**config.mk**
```make
export PLATFORM = sky130hd
export DESIGN_NAME = uart_8n1_tx_scheduler
export DESIGN_NICKNAME = d
export VERILOG_FILES = /design/src/rtl/uart_8n1_tx_scheduler.sv
export SDC_FILE = /design/constraint.sdc
export NUM_CORES = 1
export LEC_CHECK = 0
export ABC_AREA = 1
export CORE_MARGIN = 1
export CORE_UTILIZATION = 56
export DETAILED_ROUTE_END_ITERATION = 6
export DONT_BUFFER_PORTS = 1
export HOLD_SLACK_MARGIN = 0.05
export PLACE_DENSITY = 0.74
export RECOVER_POWER = 50
export SYNTH_ARGS = -nofsm -noshare
export SYNTH_HDL_FRONTEND = slang
export SYNTH_SLANG_ARGS = --single-unit
```
**constraint.sdc**
```tcl
create_clock -name clk_src -period 1.6 [get_ports clk_src]
set_clock_uncertainty 0.05 [all_clocks]
set_input_delay 0.32 -clock clk_src [delete_from_list [all_inputs] [get_ports clk_src]]
set_output_delay 0.32 -clock clk_src [all_outputs]
set_load 0.01 [all_outputs]
```
**src/rtl/uart_8n1_tx_scheduler.sv**
```systemverilog
// Round-robin scheduler sharing one UART 8N1 transmitter among N requesters, with baud-change sequencing.
// Optional build macro UART_8N1_TX_SCHED_LOCK_EN adds req_lock to let the last granted lane keep the transmitter.
module uart_8n1_tx_scheduler #(
    parameter int N                = 4,
    parameter int GEN_RESET_CYCLES = 2
) (
    input  logic                 clk_src,
    input  logic                 reset,
    input  logic [N-1:0]         req_valid,
    input  logic [8*N-1:0]       req_data,
`ifdef UART_8N1_TX_SCHED_LOCK_EN
    input  logic [N-1:0]         req_lock,
`endif
    output logic [N-1:0]         req_ready,
    output logic [7:0]           tx_data,
    output logic                 tx_start,
    input  logic                 tx_busy,
    input  logic [1:0]           cfg_baud_rate,
    input  logic                 cfg_update,
    output logic [1:0]           baud_rate,
    output logic                 clk_gen_reset,
    output logic                 cfg_pending,
    output logic [$clog2(N)-1:0] grant
);
    localparam logic [1:0] UART_8N1_BAUD_9600   = 2'd0;
    localparam logic [1:0] UART_8N1_BAUD_19200  = 2'd1;
    localparam logic [1:0] UART_8N1_BAUD_38400  = 2'd2;
    localparam logic [1:0] UART_8N1_BAUD_115200 = 2'd3;
    localparam int GW = $clog2(N);
    localparam int CW = $clog2(GEN_RESET_CYCLES + 1);

    typedef enum logic [1:0] {IDLE, START, DRAIN, RECONF} state_t;

    state_t          state;
    state_t          state_next;
    logic            busy_m;
    logic            busy_s;
    logic [1:0]      cfg_next;
    logic [CW-1:0]   gen_cnt;
    logic            found;
    logic            accept;
    logic            enter_reconf;
    logic [GW-1:0]   sel;
    logic [GW-1:0]   idx;

    always_ff @(posedge clk_src) begin
        if (reset) state <= IDLE;
        else       state <= state_next;
    end

    // Arbitration and next-state: reconfiguration outranks data in IDLE.
    always_comb begin
        found        = 1'b0;
        sel          = grant;
        idx          = grant;
        state_next   = state;
        accept       = 1'b0;
        enter_reconf = 1'b0;
        for (int k = 1; k <= N; k++) begin
            idx = GW'((int'(grant) + k) % N);
            if (!found && req_valid[idx]) begin
                found = 1'b1;
                sel   = idx;
            end
        end
`ifdef UART_8N1_TX_SCHED_LOCK_EN
        if (req_lock[grant] && req_valid[grant]) begin
            found = 1'b1;
            sel   = grant;
        end
`endif
        case (state)
            IDLE: begin
                if (cfg_pending) begin
                    enter_reconf = 1'b1;
                    state_next   = RECONF;
                end else if (found) begin
                    accept     = 1'b1;
                    state_next = START;
                end
            end
            START:   if (busy_s)         state_next = DRAIN;
            DRAIN:   if (!busy_s)        state_next = IDLE;
            RECONF:  if (gen_cnt == '0)  state_next = IDLE;
            default:                     state_next = IDLE;
        endcase
    end

    always_ff @(posedge clk_src) begin
        if (reset) begin
            busy_m        <= 1'b0;
            busy_s        <= 1'b0;
            req_ready     <= '0;
            tx_data       <= 8'h00;
            tx_start      <= 1'b0;
            baud_rate     <= UART_8N1_BAUD_9600;
            cfg_next      <= UART_8N1_BAUD_9600;
            cfg_pending   <= 1'b0;
            clk_gen_reset <= 1'b0;
            gen_cnt       <= '0;
            grant         <= GW'(N - 1);
        end else begin
            busy_m    <= tx_busy;
            busy_s    <= busy_m;
            req_ready <= '0;
            // tx_start is registered off the START state so it rises one edge after acceptance.
            tx_start  <= (state == START) && !busy_s;
            if (accept) begin
                req_ready <= N'(1) << sel;
                tx_data   <= req_data[8*sel +: 8];
                grant     <= sel;
            end
            // A fresh strobe beats the clear on RECONF entry, so it schedules another RECONF.
            if (cfg_update) begin
                cfg_next    <= cfg_baud_rate;
                cfg_pending <= 1'b1;
            end else if (enter_reconf) begin
                cfg_pending <= 1'b0;
            end
            if (enter_reconf) begin
                baud_rate     <= cfg_next;
                clk_gen_reset <= 1'b1;
                gen_cnt       <= CW'(GEN_RESET_CYCLES - 1);
            end else if (state == RECONF) begin
                if (gen_cnt == '0) clk_gen_reset <= 1'b0;
                else               gen_cnt       <= gen_cnt - 1'b1;
            end
        end
    end
endmodule

```
Yosys cells after proc, flatten, opt, wreduce, memory -nomap -nowiden
Index checks and enable logic that the tools add are counted.
Storage, ports and cells
  register bits after elaboration: 27
  output and inout port bits: 19
  input port bits: 42
  logic and storage cells: 88
Operators by class
  shift operators: 2
  add/sub/neg operators: 5
  order comparisons: 4
  eq/ne operators: 8
  bitwise gates (word level): 2
  reductions and logical operators: 19
  multiplexer cells: 35
Operator list (count)
  indexed part select 32 x 6 -> 8 bit: 1
  two-way mux 1 bit: 21
  two-way mux 2 bit: 9
  less-than comparator 2 x 3 -> 1 bit, second input constant: 4
  binary-select mux 1 bit (select 2 bit): 4
  != test 2 bit, second input constant: 4
  case mux 2 bit (4 select lines): 1
  AND reduction 2 bit: 3
  nonzero test 2 bit: 3
  adder 2 x 1 -> 2 bit, second input constant: 2
  adder 2 bit, second input constant: 2
  == test 2 bit, second input constant: 2
  logical AND 1 bit: 4
  logical NOT 1 bit: 4
  logical NOT 2 bit: 2
  AND reduction 4 bit: 1
  OR reduction 2 bit: 2
  << shifter 1 x 2 -> 4 bit, first input constant: 1
  != test 3 bit, second input constant: 1
  == test 2 x 1 -> 1 bit, second input constant: 1
  inverter 1 bit: 2
  subtractor 2 x 1 -> 2 bit, second input constant: 1

Longest topological paths before layout
Gate-level depths: netlist of the first run.
  depth in word-level cells: 18
  gate-level depth with buffers: 14
  depth with buffers taken out: 13

Least setup slack after synthesis of the first run
No wires, ideal clock.
  path kind: reg2reg
  start: register grant[0]
  end: register tx_data[0]
  library setup time: 0.113 ns
  required time: 1.437 ns
  setup slack: -0.077 ns
  clock period less this slack: 1.677 ns
  path buffers: 2
  arrival: 1.514 ns
  cell stages (with the launch flop): 12
  path through: dfxtp_1 > buf_6 > nand2_1 > nand3_1 > nand2_1 > nor3b_2 > inv_1 > nand2_2 > buf_6 > nand3_1 > nand3_1 > nand2_1
Between the ends
  longest elaborated chain between the ends: 16
  elaborated cells between the ends (all ways): 30
  those cells by class: add/sub (4); shift (1); mux (19); reduce/logical (6)
Ends and longest elaborated chain
  start: declaration: RTL line 23  | output logic [$clog2(N)-1:0] grant
  start signal: assignment: RTL line 101  | grant <= GW'(N - 1);
  start signal: assignment: RTL line 111  | grant <= sel;
  parallel branches: the longest is 16 deep, another holds adder 2 x 1 -> 2 bit
  end signal: assignment: RTL line 110  | tx_data <= req_data[8*sel +: 8];
  end: declaration: RTL line 15  | output logic [7:0] tx_data,
Several ways; the timed one is not identified. The select of a mux whose other input is x is not followed.
A chain may end at the register's enable or synchronous reset.

Worst setup path in the final report of the first run
  start: register grant[0]
  end: register grant[1]
Between the ends
  longest elaborated chain between the ends: 16
  elaborated cells between the ends (all ways): 29
  those cells by class: add/sub (4); mux (19); reduce/logical (6)
Ends and longest elaborated chain
  adder 2 x 1 -> 2 bit: RTL line 60  | idx = GW'((int'(grant) + k) % N);
  binary-select mux 1 bit (select 2 bit): RTL line 61  | if (!found && req_valid[idx]) begin
  two-way mux 1 bit (implied by the code): RTL line 61
  two-way mux 1 bit: RTL line 61
  logical NOT 1 bit: RTL line 61
  logical AND 1 bit: RTL line 61
  two-way mux 1 bit: RTL line 61
  logical NOT 1 bit: RTL line 61
  logical AND 1 bit: RTL line 61
  two-way mux 1 bit: RTL line 61
  logical NOT 1 bit: RTL line 61
  logical AND 1 bit: RTL line 61
  two-way mux 1 bit: RTL line 61
  two-way mux 1 bit: RTL line 77  | end else if (found) begin
  two-way mux 1 bit: RTL line 74  | if (cfg_pending) begin
  two-way mux 1 bit: RTL line 72  | case (state)
Several ways; a longest one is shown, not always the timed one. The select of a mux whose other input is x is not followed.

==> impl_metrics.env, run 1 <==
export IMPL_max_slew_worst_pin_slew_ns=0.366
export IMPL_vias=1705
export IMPL_peakVddDrop_mv=2.53
export IMPL_synthCells=237
export IMPL_maxCapViolations=0
export IMPL_drt_wl_total_mm=4.74
export IMPL_yosys_warnings=0
export IMPL_cts_tree="yes"
export IMPL_cp_start_kind="flip-flop"
export IMPL_pwr_share_comb_pct=74.6
export IMPL_ys_seq_area_share_pct=34.2
export IMPL_wl_per_cell_um=16.1
export IMPL_start_util_pct=61.5
export IMPL_grt_max_degree=17
export IMPL_grt_pass1_vias=1548
export IMPL_drtIter0Drc=46
export IMPL_clkSlewWorstSetupHoldPaths_ns=0.14
export IMPL_drive_gt1_share_pct=39.4
export IMPL_fp_dieW_um=55.1
export IMPL_grt_pass1_wl_mm=6.22
export IMPL_fp_dieH_um=55.1
export IMPL_finalSetupViolCount=15
export IMPL_gp_congestion=0.811
export IMPL_max_stage_delay_ns=0.42
export IMPL_utilization_pct=82.8
export IMPL_drc=0
export IMPL_syn_nets=280
export IMPL_p_leak_nw=0.991
export IMPL_syn_avg_cell_area_um2=6.66
export IMPL_synth_area_um2=1580
export IMPL_crit_path_frequent_cell="nand2_4"
export IMPL_worst_setup_path_end_kind="flip-flop"
export IMPL_core_rowCount=18
export IMPL_area_growth_syn_to_layout_pct=34.7
export IMPL_violations="negative setup slack"
export IMPL_switchingPower_mw=3.01
export IMPL_clk_latency_ns=0.32
export IMPL_clock_path_buffers=2
export IMPL_cts_htree_levels=1
export IMPL_drt_vias_per_instance=5.80
export IMPL_p_clk_share_pct=5.0
export IMPL_cts_buffers=3
export IMPL_track_usage_pct=28.6
export IMPL_slew_headroom_pct=75.0
export IMPL_fin_nets=308
export IMPL_status="complete, but fails checks"
export IMPL_pwr_share_seq_pct=20.4
export IMPL_synthDistinctLibCells=29
export IMPL_antenna_left=0
export IMPL_hold_viol=0
export IMPL_core_um2=2570
export IMPL_worst_path_max_delay_cell="dfxtp_4"
export IMPL_synth_top_area_share_pct=34.2
export IMPL_clock_sinks=27
export IMPL_arrival_ns=1.93
export IMPL_synth_seq_cells=27
export IMPL_period_share_pct=110
export IMPL_setup_slack_ns=-0.154
export IMPL_worstHoldPathType="in2reg"
export IMPL_setup_tns_ns=-1.44
export IMPL_drv_slew=0
export IMPL_yosysMostFrequentCell="nand2_1"
export IMPL_dp_slack_ns=-0.149
export IMPL_hold_slack_ns=0.0767
export IMPL_power_density_nw_per_um2=2720
export IMPL_die_area_um2=3040
export IMPL_critPathKind="reg2reg"
export IMPL_synth_top_flop_cell="dfxtp_1"
export IMPL_synth_edf_count=0
export IMPL_p_int_mw=2.78
export IMPL_synth_area_leaders="dfxtp_1 34%, nand3_1 18%, nand2_1 14%"
export IMPL_gr_total_overflow=0
export IMPL_synth_common_cells="59 x nand2_1, 57 x nand3_1, 27 x dfxtp_1"
export IMPL_rsz0062_at_grt="yes"
export IMPL_synthArstFlopShare_pct=0
export IMPL_dr_pass1_iters=6
export IMPL_portBuffers=0
export IMPL_cts_root_buffer="clkbuf_4"
export IMPL_fmax_ghz=0.570
export IMPL_post_route_min_period_ns=1.75
export IMPL_crit_fanout=5
export IMPL_p_sw_share_pct=52.0
export IMPL_grt_antenna_before_repair=0
export IMPL_synth_area_leader_cell="dfxtp_1"
export IMPL_insertedDiodeCount=0
export IMPL_design_portCount=61
export IMPL_dp_hpwl_mm=3.06
export IMPL_regToRegSetupSlack_ns=-0.15
export IMPL_crit_path_cell_trace="buf_6 > nand2_4 > nand2_4 > nand2_4 > nand2_4 > nand2_2 > nor2_2 > inv_1 > nand2_2 > nand2_1 > buf_4 > o21a_1"
export IMPL_crit_required_ns=1.78
## state kept, by name (all words and copies together) (netlist names)
name           cells
cfg_next           2
cfg_pending        1
tx_data            8
gen_cnt            2
baud_rate          2
tx_start           1
req_ready          4
clk_gen_reset      1
grant              2
busy_m             1
state              2
busy_s             1
## cell families after synthesis
kind of cell	after synthesis	synth area share (%)
DFF	27	34.2
adders and majority gates	1	0.792
buffers and inverters	31	9.51
AOI/OAI and AO/OA	17	7.53
and+or+nand+nor	161	47.9
## cells in the final DEF (no fill, tap or decap)
master         count
nand3_1           42
nand2_1           40
dfxtp_1           25
buf_4             22
nand2_4           19
inv_1             18
nand2_2           18
nor2_1            17
nand3_2           14
o21ai_0            6
nor2_2             5
a21oi_1            3
inv_4              3
nor3_2             3
clkbuf_4           3
buf_6              3
inv_2              2
nand3_4            2
dfxtp_4            2
dlygate4sd3_1      2
buf_12             2
inv_6              1
o21ai_1            1
nor3b_4            1
o21a_1             1
a2111oi_0          1
a21oi_4            1
clkinv_4           1
a22oi_2            1
o211ai_1           1
o311ai_0           1
a211oi_2           1
nor4_1             1
ha_1               1
## power groups by stage
stage          sequential [mW]  combinational, mW  clock, mW
6_report                  1.18               4.32      0.291
5_1_grt                   1.22               4.71      0.332
4_1_cts                   1.16               3.40      0.308
3_5_place_dp              1.19               2.99          0
3_3_place_gp              1.18               2.89          0
2_1_floorplan             1.14               2.34          0
## through the flow
stage / instance area [µm²] / std cells / power (mW)
final: 2130 / 294 / 5.79
after global routing: 2130 / 294 / 6.26
after CTS: 1890 / 287 / 4.87
after detailed placement: 1710 / 275 / 4.19
after global placement: 1710 / 275 / 4.07
after floorplan: 1600 / 237 / 3.48
## critical path, delay by kind of cell, from the launching register on
family          cells  cell delay (ns)
simple gates        8             0.65
buf+inv             3             0.34
flops               1             0.42
compound gates      1             0.17
## worst paths after layout
kind,from,depth (start not counted),endpoint
max,grant[0],12,grant[1]
min,cfg_baud_rate[0],2,cfg_next[0]
max reg2reg,grant[0],12,grant[1]
min reg2reg,busy_m,2,busy_s
## per-layer routing
layer	wire length, µm	track usage [%]	share of wire, %
met1	1840	29.6	39
met2	2370	56.0	50
met4	114	5.83	2.4
met3	412	8.20	8.7
met5	0	0	0
## what timing repair did
| item | in CTS | in global routing |
|---|---|---|
| hold buffers | 2 | 0 |
| setup endpoints to repair | 16 | 18 |
| endpoints found under the hold margin | 6 | 0 |
| resized for setup | 24 | 47 |
| gates cloned | 0 | 1 |
| pin swaps | 6 | 18 |
| buffers inserted | 6 | 6 |
## final cells by class
type / instances / area (µm²)
Sequential cell: 27 / 548
Timing Repair Buffer: 29 / 259
Clock inverter: 1 / 6.26
Fill cell: 171 / 440
Tap cell: 30 / 37.5
Clock buffer: 3 / 22.5
Inverter: 24 / 105
Multi-Input combinational cell: 180 / 1150
(Power assumes the default switching activity.)
==> inputs of run 2 (changes only) <==
--- a/config.mk
+++ b/config.mk
@@ -11,7 +11,7 @@
 export DETAILED_ROUTE_END_ITERATION = 6
 export DONT_BUFFER_PORTS = 1
 export HOLD_SLACK_MARGIN = 0.05
-export PLACE_DENSITY = 0.74
+export PLACE_DENSITY = 0.77
 export RECOVER_POWER = 50
 export SYNTH_ARGS = -nofsm -noshare
 export SYNTH_HDL_FRONTEND = slang
==> run 2 against run 1 <==
  * The run still ends with negative setup slack left
  * Via count is 14% higher
  * Die area unchanged
  * Register-to-register slack worse by 0.19 ns
  * Core utilization rose by 9.0 points
  * Count of clock-buffer cells in the layout unchanged
  * Cell count is 3.1% higher
  * Flip-flop and latch count is the same
  * Non-clock buffer count grew 8
  * Global-route usage is 0.28 points lower
  * Hold slack improved by 0.0075 ns
  * Fmax down 9.8%
  * Critical path type unchanged
  * Highest routed layer unchanged
==> impl_metrics.env, run 2 (synthesis results as in run 1) <==
export IMPL_gr_total_overflow=0
export IMPL_grt_antenna_before_repair=0
export IMPL_fp_dieW_um=55.1
export IMPL_worstHoldPathType="in2reg"
export IMPL_gp_congestion=0.808
export IMPL_clock_sinks=27
export IMPL_finalSetupViolCount=16
export IMPL_violations="negative setup slack"
export IMPL_largest_reg_flops=8
export IMPL_fp_dieH_um=55.1
export IMPL_worst_setup_path_end_kind="flip-flop"
export IMPL_period_share_pct=122
export IMPL_portBuffers=0
export IMPL_insertedDiodeCount=0
export IMPL_fin_nets=317
export IMPL_status="complete, but fails checks"
export IMPL_crit_fanout=9
export IMPL_core_rowCount=18
export IMPL_drc=0
export IMPL_top_regs="tx_data (8), req_ready (4)"
export IMPL_drv_slew=0
export IMPL_area_growth_syn_to_layout_pct=49.4
export IMPL_post_route_min_period_ns=1.94
export IMPL_hold_slack_ns=0.0843
export IMPL_critPathKind="reg2reg"
export IMPL_cts_buffers=3
export IMPL_wl_per_cell_um=20.5
export IMPL_placed_area_um2=1750
export IMPL_utilization_pct=91.9
export IMPL_drt_wl_total_mm=6.20
export IMPL_use_met3_pct=7.65
export IMPL_core_um2=2570
export IMPL_design_portCount=61
export IMPL_dr_pass1_iters=4
export IMPL_use_met1_pct=31.2
export IMPL_grt_pass1_wl_mm=6.02
export IMPL_max_slew_worst_pin_slew_ns=0.413
export IMPL_clkSlewWorstSetupHoldPaths_ns=0.15
export IMPL_final_area_um2=2360
export IMPL_cts_htree_levels=1
export IMPL_cts_root_buffer="clkbuf_4"
export IMPL_final_cell_mix="39 x nand2_1, 31 x nand3_2, 25 x dfxtp_1"
export IMPL_die_area_um2=3040
export IMPL_drtIter0Drc=107
export IMPL_start_util_pct=61.5
export IMPL_rsz0062_at_grt="yes"
export IMPL_setup_slack_ns=-0.345
export IMPL_grt_pass1_vias=1465
export IMPL_maxCapViolations=0
export IMPL_cp_start_kind="flip-flop"
export IMPL_grt_max_degree=17
export IMPL_grt_busiest_layer="met2"
export IMPL_hold_viol=0
export IMPL_drt_vias_per_instance=6.43
export IMPL_vias=1947
export IMPL_arrival_ns=2.19
export IMPL_largest_register="tx_data"
export IMPL_clock_path_buffers=2
export IMPL_antenna_left=0
export IMPL_grtUsageMet2_pct=54.2
export IMPL_final_common_cell="nand2_1"
export IMPL_track_usage_pct=28.3
export IMPL_clk_latency_ns=0.34
export IMPL_regToRegSetupSlack_ns=-0.34
export IMPL_drive_gt1_share_pct=48.0
export IMPL_fmax_ghz=0.514
export IMPL_crit_required_ns=1.84
export IMPL_slew_headroom_pct=72.1
export IMPL_cts_tree="yes"
export IMPL_dp_hpwl_mm=2.91
==> run 2: cell types whose count changed in the layout (fill, tap and decap cells not counted), moves of 3 or more <==
cell / change
nand2_8: +3
buf_6: +5
nand3_2: +17
nand3_1: -19
==> run 2: worst paths after layout <==
kind                         start  depth (start not counted)          end
hold reg to reg             busy_m                          2       busy_s
setup reg to reg          grant[0]                         12   tx_data[0]
setup / recovery          grant[0]                         12   tx_data[0]
hold / removal    cfg_baud_rate[0]                          2  cfg_next[0]
==> run 2: final cells by class <==
cell class | instances | area (µm²)
multi-input cells | 180 | 1290
flip-flops and latches | 27 | 546
repair buffers | 37 | 350
fillers | 98 | 209
inverters | 24 | 98.8
well taps | 30 | 37.5
clock buffers | 3 | 22.5
repair inverters | 1 | 7.51
clock inverters | 1 | 6.26
==> run 2: per-stage QoR <==
step | setup WS [ns] | cells | TNS, ns
2_1_floorplan | 0.000893 | 237 | 0
6_report | -0.345 | 303 | -3.58
3_3_place_gp | -0.283 | 284 | -2.70
3_5_place_dp | -0.367 | 284 | -3.59
5_1_grt | -0.537 | 303 | -5.30
4_1_cts | -0.132 | 295 | -1.21
==> run 2: repair_timing <==
action / 4_1_cts / 5_1_grt
gates cloned: 2 / 1
pin swaps: 5 / 32
hold endpoints to repair: 6 / 0
buffers inserted: 3 / 7
gates resized for setup: 23 / 74
hold buffers: 2 / 0
setup endpoints to repair: 14 / 19
==> run 2: critical path: stages (launching register included) <==
cell and delay [ns]:
dfxtp_4 0.46, inv_4 0.07, nand2_1 0.10, nand2_4 0.08
nor2_1 0.15, nand2_1 0.08, nor2_2 0.15, inv_1 0.09
nand2_1 0.14, nand2_1 0.12, clkinv_2 0.15, nand2_1 0.13
nand2_1 0.12
==> run 2: layer usage <==
metal  part of all wire [%]  wire length, µm
met5                      0                0
met4                    6.0              372
met3                     10              646
met2                     50             3120
met1                     33             2060
Power of run 2 is left out: the tool's default activity adds up to more than one toggle a clock period on the data nets, which glitch-free logic cannot reach.
